[config.mk]
export PLATFORM = sky130hd
export DESIGN_NAME = keypad_scan_encoder
export DESIGN_NICKNAME = d
export VERILOG_FILES = /design/src/rtl/keypad_scan_encoder.sv
export SDC_FILE = /design/constraint.sdc
export NUM_CORES = 1
export LEC_CHECK = 0
export CELL_PAD_IN_SITES_DETAIL_PLACEMENT = 0
export CELL_PAD_IN_SITES_GLOBAL_PLACEMENT = 1
export CORE_MARGIN = 2
export CORE_UTILIZATION = 35
export CTS_BUF_LIST = sky130_fd_sc_hd__clkbuf_4 sky130_fd_sc_hd__clkbuf_8
export DETAILED_ROUTE_END_ITERATION = 10
export PLACE_DENSITY_LB_ADDON = 0.12
export REMOVE_ABC_BUFFERS = 1
export SLEW_MARGIN = 20
export SYNTH_ARGS = -nofsm -noshare
export SYNTH_HDL_FRONTEND = slang
export SYNTH_SLANG_ARGS = --single-unit
[constraint.sdc]
create_clock -name clk -period 8 [get_ports clk]
set_clock_uncertainty 0.2 [all_clocks]
set_input_delay 1.6 -clock clk [delete_from_list [all_inputs] [get_ports clk]]
set_output_delay 1.6 -clock clk [all_outputs]
set_load 0.005 [all_outputs]
[src/rtl/keypad_scan_encoder.sv]
// ---------------------------------------------------------------------------
// keypad_scan_encoder
//   Scans a 4x4 active-low keypad matrix one column at a time, classifies each
//   four-column frame as NONE / SINGLE(code) / MULTI, and debounces the frame
//   stream into an accepted key code with press and release strobes.
//
// Ports
//   clk          in   1  system clock, rising edge
//   rst_n        in   1  asynchronous active-low reset
//   row_n        in   4  keypad rows, active low, asynchronous to clk
//   col_n        out  4  column drive, one-hot-low
//   key          out  4  last accepted key code (held after release)
//   key_valid    out  1  one-cycle pulse on acceptance of a new key
//   key_held     out  1  high from key acceptance until release acceptance
//   key_release  out  1  one-cycle pulse on release acceptance
//   multi_key    out  1  high while the last completed frame saw >= 2 keys
//
// Debounce FSM
//   state   | meaning
//   IDLE    | no key accepted; qualifying SINGLE frames for a candidate
//   HELD    | key accepted; counting NONE frames toward release, or
//           | qualifying a different single key for direct rollover
// ---------------------------------------------------------------------------
module keypad_scan_encoder #(
    parameter int SCAN_CYCLES    = 100000,
    parameter int DEBOUNCE_SCANS = 4
) (
    input  logic       clk,
    input  logic       rst_n,
    input  logic [3:0] row_n,
    output logic [3:0] col_n,
    output logic [3:0] key,
    output logic       key_valid,
    output logic       key_held,
    output logic       key_release,
    output logic       multi_key
);

    localparam int DW = (SCAN_CYCLES > 1) ? $clog2(SCAN_CYCLES) : 1;
    localparam int CW = $clog2(DEBOUNCE_SCANS + 1);

    localparam logic [DW-1:0] DWELL_LAST = DW'(SCAN_CYCLES - 1);
    localparam logic [CW-1:0] DB_TARGET  = CW'(DEBOUNCE_SCANS);
    localparam logic [CW-1:0] CNT_ONE    = CW'(1);

    localparam logic [0:0] ST_IDLE = 1'b0;
    localparam logic [0:0] ST_HELD = 1'b1;

    localparam logic [1:0] FR_NONE   = 2'd0;
    localparam logic [1:0] FR_SINGLE = 2'd1;
    localparam logic [1:0] FR_MULTI  = 2'd2;

    logic [3:0]    row_meta_q, row_sync_q;
    logic [DW-1:0] dwell_q, dwell_d;
    logic [1:0]    col_q, col_d;
    logic [1:0]    hit_cnt_q, hit_cnt_d;
    logic [3:0]    hit_code_q, hit_code_d;
    logic          multi_key_q, multi_key_d;
    logic [0:0]    state_q, state_d;
    logic [3:0]    cand_q, cand_d;
    logic [CW-1:0] pcnt_q, pcnt_d;
    logic [CW-1:0] rcnt_q, rcnt_d;
    logic [3:0]    key_q, key_d;
    logic          key_valid_q, key_valid_d;
    logic          key_held_q, key_held_d;
    logic          key_release_q, key_release_d;

    logic          sample, frame_end;
    logic [2:0]    col_hits, tot_hits;
    logic [3:0]    col_code, frame_code;
    logic [1:0]    frame_kind;
    logic [CW-1:0] pcnt_inc, rcnt_inc, pcnt_next;
    logic [3:0]    cand_next;

    function automatic logic [3:0] key_code(input logic [1:0] r, input logic [1:0] c);
        logic [3:0] code;
        case ({r, c})
            4'b00_00: code = 4'h1;
            4'b00_01: code = 4'h2;
            4'b00_10: code = 4'h3;
            4'b00_11: code = 4'hA;
            4'b01_00: code = 4'h4;
            4'b01_01: code = 4'h5;
            4'b01_10: code = 4'h6;
            4'b01_11: code = 4'hB;
            4'b10_00: code = 4'h7;
            4'b10_01: code = 4'h8;
            4'b10_10: code = 4'h9;
            4'b10_11: code = 4'hC;
            4'b11_00: code = 4'h0;
            4'b11_01: code = 4'hF;
            4'b11_10: code = 4'hE;
            default:  code = 4'hD;
        endcase
        return code;
    endfunction

    always_comb begin
        sample    = (dwell_q == DWELL_LAST);
        frame_end = sample && (col_q == 2'd3);
        dwell_d   = sample ? '0 : dwell_q + 1'b1;
        col_d     = sample ? col_q + 2'd1 : col_q;

        col_hits = '0;
        col_code = '0;
        for (int r = 0; r < 4; r++) begin
            if (!row_sync_q[r]) begin
                col_hits = col_hits + 3'd1;
                col_code = key_code(2'(r), col_q);
            end
        end
        tot_hits   = {1'b0, hit_cnt_q} + col_hits;
        frame_code = (col_hits != 3'd0) ? col_code : hit_code_q;

        if (tot_hits == 3'd0)      frame_kind = FR_NONE;
        else if (tot_hits == 3'd1) frame_kind = FR_SINGLE;
        else                       frame_kind = FR_MULTI;

        // Per-frame accumulator only needs to distinguish 0, 1 and >=2 hits.
        hit_cnt_d  = hit_cnt_q;
        hit_code_d = hit_code_q;
        if (frame_end) begin
            hit_cnt_d  = '0;
            hit_code_d = '0;
        end else if (sample) begin
            hit_cnt_d  = (tot_hits >= 3'd2) ? 2'd2 : tot_hits[1:0];
            hit_code_d = frame_code;
        end

        multi_key_d = frame_end ? (frame_kind == FR_MULTI) : multi_key_q;

        pcnt_inc  = (pcnt_q == DB_TARGET) ? pcnt_q : pcnt_q + 1'b1;
        rcnt_inc  = (rcnt_q == DB_TARGET) ? rcnt_q : rcnt_q + 1'b1;
        cand_next = frame_code;
        pcnt_next = (frame_code == cand_q) ? pcnt_inc : CNT_ONE;

        state_d       = state_q;
        cand_d        = cand_q;
        pcnt_d        = pcnt_q;
        rcnt_d        = rcnt_q;
        key_d         = key_q;
        key_held_d    = key_held_q;
        key_valid_d   = 1'b0;
        key_release_d = 1'b0;

        if (frame_end) begin
            case (state_q)
                ST_IDLE: begin
                    if (frame_kind == FR_SINGLE) begin
                        cand_d = cand_next;
                        if (pcnt_next >= DB_TARGET) begin
                            key_d       = frame_code;
                            key_valid_d = 1'b1;
                            key_held_d  = 1'b1;
                            state_d     = ST_HELD;
                            pcnt_d      = '0;
                        end else begin
                            pcnt_d = pcnt_next;
                        end
                    end else begin
                        pcnt_d = '0;
                    end
                end
                default: begin
                    if (frame_kind == FR_NONE) begin
                        pcnt_d = '0;
                        if (rcnt_inc >= DB_TARGET) begin
                            key_release_d = 1'b1;
                            key_held_d    = 1'b0;
                            state_d       = ST_IDLE;
                            rcnt_d        = '0;
                        end else begin
                            rcnt_d = rcnt_inc;
                        end
                    end else if (frame_kind == FR_SINGLE) begin
                        rcnt_d = '0;
                        if (frame_code == key_q) begin
                            // Bounce back onto the held key breaks any rollover run.
                            pcnt_d = '0;
                        end else begin
                            cand_d = cand_next;
                            if (pcnt_next >= DB_TARGET) begin
                                key_d       = frame_code;
                                key_valid_d = 1'b1;
                                pcnt_d      = '0;
                            end else begin
                                pcnt_d = pcnt_next;
                            end
                        end
                    end else begin
                        rcnt_d = '0;
                        pcnt_d = '0;
                    end
                end
            endcase
        end
    end

    always_ff @(posedge clk or negedge rst_n) begin
        if (!rst_n) begin
            row_meta_q    <= 4'hF;
            row_sync_q    <= 4'hF;
            dwell_q       <= '0;
            col_q         <= '0;
            hit_cnt_q     <= '0;
            hit_code_q    <= '0;
            multi_key_q   <= 1'b0;
            state_q       <= ST_IDLE;
            cand_q        <= '0;
            pcnt_q        <= '0;
            rcnt_q        <= '0;
            key_q         <= '0;
            key_valid_q   <= 1'b0;
            key_held_q    <= 1'b0;
            key_release_q <= 1'b0;
        end else begin
            row_meta_q    <= row_n;
            row_sync_q    <= row_meta_q;
            dwell_q       <= dwell_d;
            col_q         <= col_d;
            hit_cnt_q     <= hit_cnt_d;
            hit_code_q    <= hit_code_d;
            multi_key_q   <= multi_key_d;
            state_q       <= state_d;
            cand_q        <= cand_d;
            pcnt_q        <= pcnt_d;
            rcnt_q        <= rcnt_d;
            key_q         <= key_d;
            key_valid_q   <= key_valid_d;
            key_held_q    <= key_held_d;
            key_release_q <= key_release_d;
        end
    end

    assign col_n       = ~(4'b0001 << col_q);
    assign key         = key_q;
    assign key_valid   = key_valid_q;
    assign key_held    = key_held_q;
    assign key_release = key_release_q;
    assign multi_key   = multi_key_q;

endmodule

### After elaboration in Yosys (flattened, before gate mapping)

Cells that the tools add are included.

| storage, ports and cells | value |
|---|---|
| flip-flop bits (word level) | 52 |
| input port bits | 6 |

| cells by class | value |
|---|---|
| $add $sub $neg | 8 |
| $lt $le $gt $ge | 3 |
| equality and inequality tests | 15 |
| shift-type cells | 1 |
| muxes and demuxes | 62 |
| bitwise gates (word level) | 1 |
| reduce and logical (&&, ||, !) cells | 12 |

Operator list:

| operator | count |
|---|---|
| 4-bit 2-to-1 mux | 18 |
| 4-bit case mux with 4 select lines | 3 |
| 3-bit 2-to-1 mux | 14 |
| 1-bit 2-to-1 mux | 20 |
| 17-bit by 1-bit adder with 17-bit output, second input constant | 1 |
| 17-bit equality test, second input constant | 1 |
| 17-bit 2-to-1 mux | 1 |
| 3-bit by 1-bit adder with 3-bit output, second input constant | 5 |
| 4-bit case mux with 3 select lines | 1 |
| 2-bit 2-to-1 mux | 5 |
| 5-bit AND reduction | 2 |
| 4-bit equality test | 2 |
| 2-bit nonzero test | 4 |
| 2-bit equality test, second input constant | 3 |
| 3-bit equality test, second input constant | 2 |
| 3-bit >= comparator, second input constant | 2 |
| 2-bit by 1-bit equality test with 1-bit output, second input constant | 2 |
| 2-bit zero test | 2 |
| 2-bit by 1-bit != test with 1-bit output, second input constant | 2 |
| 2-bit != test, second input constant | 2 |
| 4-bit NOT | 1 |
| 1-bit by 2-bit << shifter with 4-bit output, first input constant | 1 |
| 2-bit by 3-bit adder with 3-bit output | 1 |
| 3-bit by 1-bit equality test with 1-bit output, second input constant | 1 |
| other kinds (6) | 6 |

### Longest topological paths before layout

Gate-level depths: netlist (run 1).

| logic depth | value |
|---|---|
| depth in word-level cells | 18 |
| mapped depth | 14 |
| depth with buffers taken out | 14 |

### Worst setup path after synthesis (run 1)

OpenSTA, ideal clock, no wires.

| path | value |
|---|---|
| path type | flip-flop to flip-flop |
| start | register row_sync_q[1] |
| end | register key_q[2] (netlist: key[2]) |
| arrival time | 3.555 ns |
| data required time | 7.720 ns |
| setup slack | 4.165 ns |
| cell stages (with the launch flop) | 14 |
| path buffers | 0 |
| cell sequence | dfstp_2 > inv_1 > ha_1 > xnor2_4 > ha_1 > nor2_1 > a31oi_2 > fa_1 > xor3_1 > nand2b_1 > nor4_1 > o21ai_0 > a211oi_1 > mux2i_1 |

| on the way | value |
|---|---|
| longest elaborated chain between the ends | 15 |
| elaborated cells on any way between the ends | 32 |

Ends and longest elaborated chain:

| item | line | source |
|---|---|---|
| from (decl) | 53 | `logic [3:0] row_meta_q, row_sync_q;` |
| from (signal assigned) | 218 | `row_sync_q <= row_meta_q;` |
| 3-bit 2-to-1 mux | 107 | `if (!row_sync_q[r]) begin` |
| 3-bit by 1-bit adder with 3-bit output | 108 | `col_hits = col_hits + 3'd1;` |
| 3-bit 2-to-1 mux | 107 |  |
| 3-bit by 1-bit adder with 3-bit output | 108 |  |
| 3-bit 2-to-1 mux | 107 |  |
| 3-bit nonzero test | 113 | `frame_code = (col_hits != 3'd0) ? col_code : hit_code_q;` |
| 4-bit 2-to-1 mux | 113 |  |
| 4-bit equality test | 135 | `pcnt_next = (frame_code == cand_q) ? pcnt_inc : CNT_ONE;` |
| 3-bit 2-to-1 mux | 135 |  |
| 3-bit >= comparator | 151, 182 |  |
| 4-bit 2-to-1 mux | 151, 182 |  |
| 4-bit 2-to-1 mux | 177 | `if (frame_code == key_q) begin` |
| 4-bit 2-to-1 mux | 175 | `end else if (frame_kind == FR_SINGLE) begin` |
| 4-bit 2-to-1 mux | 165 | `if (frame_kind == FR_NONE) begin` |
| 4-bit 2-to-1 mux | 147 | `case (state_q)` |
| to (signal assigned) | 228 | `key_q <= key_d;` |
| to (decl) | 63 | `logic [3:0] key_q, key_d;` |

Several ways; a longest one is shown, not always the timed one. The select of a mux whose other input is x is not followed.
A chain may end at the register's enable or synchronous reset.

### Worst setup path in the final report (run 1)

Ends and elaborated chain as after synthesis.

==> impl_metrics.ini, run 1 <==
[placed_design]
place_congestion = 0.833
hpwl_um = 4800
port_buffers = 17

[yosys]
syn_area_um2 = 3060
yosys.area_share.adder_pct = 6.79
synth_edf_count = 0
async_flop_share_pct = 100
syn-instance-count = 305
ys_seq_area_share_pct = 42.9
synthMuxAreaShare_pct = 4.05
synth_top_area_share_pct = 36.0
ys_warn_count = 0
synth-seq-cells = 52
synthFlopType = dfrtp_1
synth_top_family_by_area = simple AND/OR/NAND/NOR gates
yosysUniqueCellTypes = 59
yosysTopAreaCell = dfrtp_1
synth.avg_cell_area_um2 = 10.0
synth_xor_xnor_area_share_pct = 7.65
synthSimpleGateAreaFrac_pct = 19.5
synth_area_leaders = dfrtp_1 (36%), dfstp_2 (6.9%), ha_1 (6.1%), nor2_1 (3.2%), nand2_1 (2.9%)
synth_compound_area_share_pct = 14.8

[floorplan]
die_x_um = 97.5
die_area_um2 = 9500
std_cell_rows = 34
fp.dieH_um = 97.5
io-pin-count = 18
core_um2 = 8590
initial_core_util_pct = 35.6

[global_routing]
grt_max_degree = 53
globalRouteOverflowTotal = 0
grt_pass1_wl_um = 11300
grt_antenna_before_repair = 0
grt_pass1_vias = 2178
grt_usage_pct = 14.7

[sta]
slew_violations = 0
tns_ps = 0
rsz0062_at_grt = no
setup_viol = 0
fmax_mhz = 238
finalHoldViolCount = 0
slew_headroom_pct = 54.3
post-route-period-util_pct = 52.4
period_needed_ps = 4190
tightest_slew_ps = 686

[clock_tree]
cts-root-buf = clkbuf_8
cts_resized = 0
clk_latency_ps = 310
tritoncts = done
clkSinkCount = 52
clkTransAtPathRegs_ps = 110
hold_buffers = 0
cts_setup_buffers = 0
cts.htree.levels = 2
clock_path_buffers = 2
cts_inserted_buffers = 5

[detailed_routing]
avgRoutedWirePerCell_um = 15.4
first_iter_violations = 81
via_per_inst = 5.13
drc = 0
first_pass_iters = 4
routed_wl_um = 6640
antenna_left = 0
num_vias = 2215

[power]
power_mw = 0.554
p_per_area_nw_per_um2 = 159
ir_worst_vdd_mv = 0.0964
power.leakage_nw = 1.48

[cells_and_area]
layout_commonest_cell = dfrtp_1
multiInputGateArea_um2 = 1610
syn2layout_area_growth_pct = 13.5
fin_nets = 345
final_cell_mix = dfrtp_1 (44), nor2_1 (26), nand2_1 (24)
num-fill-cells = 857
diodes = 0
drive_gt1_share_pct = 11.4
regArea_um2 = 1310

[run_status]
status = finished clean

[critical_path]
cp_top_family = adder cells
crit_path_start_kind = flop
cp_num_buf_inv = 1
cpMostUsedCell = ha_1
worstPathArrival_ps = 4240
path_cells = inv_1 -> ha_1 -> xnor2_4 -> ha_1 -> nor2_1 -> a31oi_2 -> fa_1 -> xor3_1 -> nand2b_1 -> nor4_1 -> o21ai_0 -> a211oi_1 -> mux2i_1
end_kind = flop
slowest_delay_ps = 620
cpMaxStageDelayCell = dfstp_2
cp_max_fo = 9
required_ps = 8040
path_class = flop to flop

[hold_path]
hold_class = flop to flop

[flow_run]
drv_cap = 0
[Yosys cell counts (all sizes together), types with 2 or more instances]
cell type and count:
a21boi 2, nand2b 3, and2 6, nand3 13, a21oi 10, and4 2, a22o 6, o21ai 8
mux2 7, mux2i 3, nand4 3, nor3b 2, dfrtp 44, nor3 9, ha 15, nor2 26
inv 23, nand3b 3, o31ai 4, dfstp 8, nor4 4, o22ai 3, o211ai 2, clkbuf 5
or3 4, and3 5, nor2b 2, o2111ai 2, buf 4, xnor2 11, o32a 2, nor4b 2
a211oi 7, a31oi 3, xor2 10, a311oi 2, nand2 24, or2 4
[worst reg2reg max path, stage by stage (launching register included)]
cell      delay (ps)
dfstp_2          620
inv_1             60
ha_1             350
xnor2_4          170
ha_1             300
nor2_1           120
a31oi_2          100
fa_1             430
xor3_1           370
nand2b_1         140
nor4_1           610
o21ai_0          190
a211oi_1         260
mux2i_1          220
[state kept, by name, summed over array words and instances, names as in the netlist]
register and flops:
cand_q 4, pcnt_q 3, key_release 1, row_sync_q 4, state_q 1, row_meta_q 4
hit_cnt_q 2, rcnt_q 3, key_held 1, hit_code_q 4, multi_key 1, key_valid 1
dwell_q 17, col_q 2, key 4
[layout make-up]
class                   count  area share [%]
clock buffers               5            1.98
clock inverters             3            1.98
inverters                  23            2.49
multi-input cells         221            46.5
flip-flops and latches     52            37.8
well taps                 108            3.89
repair buffers             20            5.41
[stage by stage]
stage	hold WS, ps	cell area, um^2	utilization [%]	setup WS, ps	cells
after floorplan	145	3010	-	4160	296
after global placement	147	3330	38.8	3870	424
after detailed placement	147	3330	38.8	3830	424
after CTS	163	3470	40.4	3800	432
after global routing	167	3470	40.4	3490	432
final	161	3470	40.4	3810	432
[worst paths after layout]
check / from / endpoint / slack, ps / depth (start not counted)
worst max-delay path: row_sync_q[1] / key[2] / 3810 / 13
worst min register to register: row_meta_q[3] / row_sync_q[3] / 160 / 0
worst min-delay path: row_meta_q[3] / row_sync_q[3] / 160 / 0
min in group asynchronous: rst_n / hit_cnt_q[0] / 1190 / 2
max in group asynchronous: rst_n / dwell_q[4] / 5940 / 2
worst max register to register: row_sync_q[1] / key[2] / 3810 / 13
[metal layers]
layer,vias to the layer above,routed length (um),GRT usage [%]
met1,1049,3370,21.1
met4,0,71,3.53
met3,5,224,2.52
met5,-,0,0
met2,36,2980,23.3
li1,1125,-,-
[where the power goes]
group / leakage, nW / internal, mW / total, mW / switching, mW
Combinational: 0.726 / 0.0239 / 0.0629 / 0.0391
Sequential: 0.685 / 0.266 / 0.270 / 0.00366
Clock: 0.0687 / 0.126 / 0.220 / 0.0945
[cell families (layout without fill, tap and decap cells)]
kind of cell    after synthesis  after routing
buf+inv                      32             51
mux                          10             10
xor+xnor                     22             22
flops                        52             52
compound gates               59             59
fa+ha+maj                    16             16
simple gates                114            114
(Power assumes the default switching activity.)
==> run 2, diff against run 1 <==
==> constraint.sdc (replaced) <==
create_clock -name clk -period 3.8 [get_ports clk]
set_clock_uncertainty 0.2 [all_clocks]
set_input_delay 0.76 -clock clk [delete_from_list [all_inputs] [get_ports clk]]
set_output_delay 0.76 -clock clk [all_outputs]
set_load 0.005 [all_outputs]
==> impl_metrics.ini, run 2 (synthesis gave the netlist of run 1 again) <==
[global_routing]
use_met1_pct = 23.2
grt_antenna_before_repair = 0
use_met2_pct = 21.8
grt_usage_pct = 15.2
grt_pass1_wl_um = 11500
globalRouteOverflowTotal = 0
gr-usage-met3_pct = 2.95
busiest_layer = met1
grt_pass1_vias = 2181
grt_max_degree = 53

[clock_tree]
clkTransAtPathRegs_ps = 100
tritoncts = done
cts_setup_buffers = 0
cts_inserted_buffers = 5
clk_latency_ps = 310
clock_path_buffers = 2
cts.htree.levels = 2
cts-root-buf = clkbuf_8
clkSinkCount = 52

[floorplan]
std_cell_rows = 34
core_um2 = 8590
die_area_um2 = 9500
initial_core_util_pct = 35.6
die_x_um = 97.5
fp.dieH_um = 97.5
io-pin-count = 18

[sta]
slew_violations = 0
fmax_mhz = 278
period_needed_ps = 3590
rsz0062_at_grt = no
setup_viol = 0
finalHoldViolCount = 0
tns_ps = 0
post-route-period-util_pct = 94.6
tightest_slew_ps = 681
setup_ws_ps = 207
slew_headroom_pct = 54.6

[placed_design]
preCtsSetupSlack_ps = -47.4
dp.cells = 436
hpwl_um = 4930
place_congestion = 0.853
port_buffers = 17

[cells_and_area]
final_cell_mix = dfrtp_1 (44), nor2_1 (26), nand2_1 (24)
final_cells = 444
top_register = dwell_q
layout_commonest_cell = dfrtp_1
largest_register_ffs = 17
syn2layout_area_growth_pct = 16.0
fin_nets = 357
drive_gt1_share_pct = 16.1
diodes = 0
num-fill-cells = 855
final_core_util_pct = 41.3

[critical_path]
crit_path_start_kind = flop
path_class = flop to flop
r2r_cells = 14
required_ps = 3830
worstPathArrival_ps = 3630
end_kind = flop
cp_max_fo = 6

[hold_path]
hold_class = flop to flop
hold_depth = 0

[detailed_routing]
avgRoutedWirePerCell_um = 15.2
routed_wl_um = 6730
antenna_left = 0
first_iter_violations = 162
first_pass_iters = 4
via_per_inst = 5.15
drc = 0
num_vias = 2287

[flow_run]
drv_cap = 0

[power]
ir_worst_vdd_mv = 0.149
power.leakage_nw = 1.52
p_per_area_nw_per_um2 = 301

[run_status]
status = finished clean
## run 2: cell types whose count changed in the layout (fill, tap and decap cells not counted), sizes merged
cell	previous run	this run
buf	4	16
bufinv	2	0
clkbuf	5	6
clkinvlp	0	2
inv	24	23
## run 2: path summary, 6_finish.rpt
check                               from             to  slack (ps)
setup / recovery           row_sync_q[0]         key[2]         210
hold / removal             row_meta_q[3]  row_sync_q[3]         160
setup reg to reg           row_sync_q[0]         key[2]         210
hold reg to reg            row_meta_q[3]  row_sync_q[3]         160
max in group asynchronous          rst_n   hit_cnt_q[1]        2580
min in group asynchronous          rst_n       col_q[0]         360
## run 2: per-stage QoR
step           hold slack [ps]  area (um^2)  power, mW
6_report                   161         3550       1.07
5_1_grt                    166         3550       1.13
4_1_cts                    163         3540       1.08
3_5_place_dp               148         3420      0.730
3_3_place_gp               146         3420      0.731
2_1_floorplan              145         3010      0.669
## run 2: power by group
group	total, mW	internal, mW	leakage (nW)	switching [mW]
clock network	0.341	0.148	0.0434	0.193
logic	0.160	0.0680	0.790	0.0921
registers	0.566	0.561	0.685	0.00517
total	1.07	0.777	1.52	0.291
## run 2: area by class of cell
type / count / area [um^2] / area share, %
well taps: 108 / 135 / 3.81
flip-flops and latches: 52 / 1310 / 37.0
clock buffers: 6 / 82.6 / 2.33
clock inverters: 2 / 15.0 / 0.423
multi-input cells: 221 / 1640 / 46.2
inverters: 23 / 86.3 / 2.43
repair buffers: 32 / 278 / 7.83
## run 2: metal layers
metal | vias up | share of wire [%]
li1 | 1141 | -
met1 | 1105 | 52
met3 | 4 | 3.3
met5 | - | 0
met2 | 37 | 44
met4 | 0 | 0.86
## run 2: critical path, cell delays in order, from the launching register on
cell	delay (ps)
dfstp_2	540
inv_1	40
ha_2	310
xnor2_4	150
ha_1	290
nor2_1	110
a31oi_2	70
fa_1	420
xor3_1	260
nand2b_4	90
nor4_2	320
buf_4	180
o21ai_0	100
a211oi_2	230
mux2i_1	200
## run 2: repair_timing
item	in CTS	in global routing
cloned	0	0
gates resized for setup	2	4
hold buffers	0	0
hold endpoints to repair	0	0
setup endpoints to repair	4	5
pin swaps	3	0
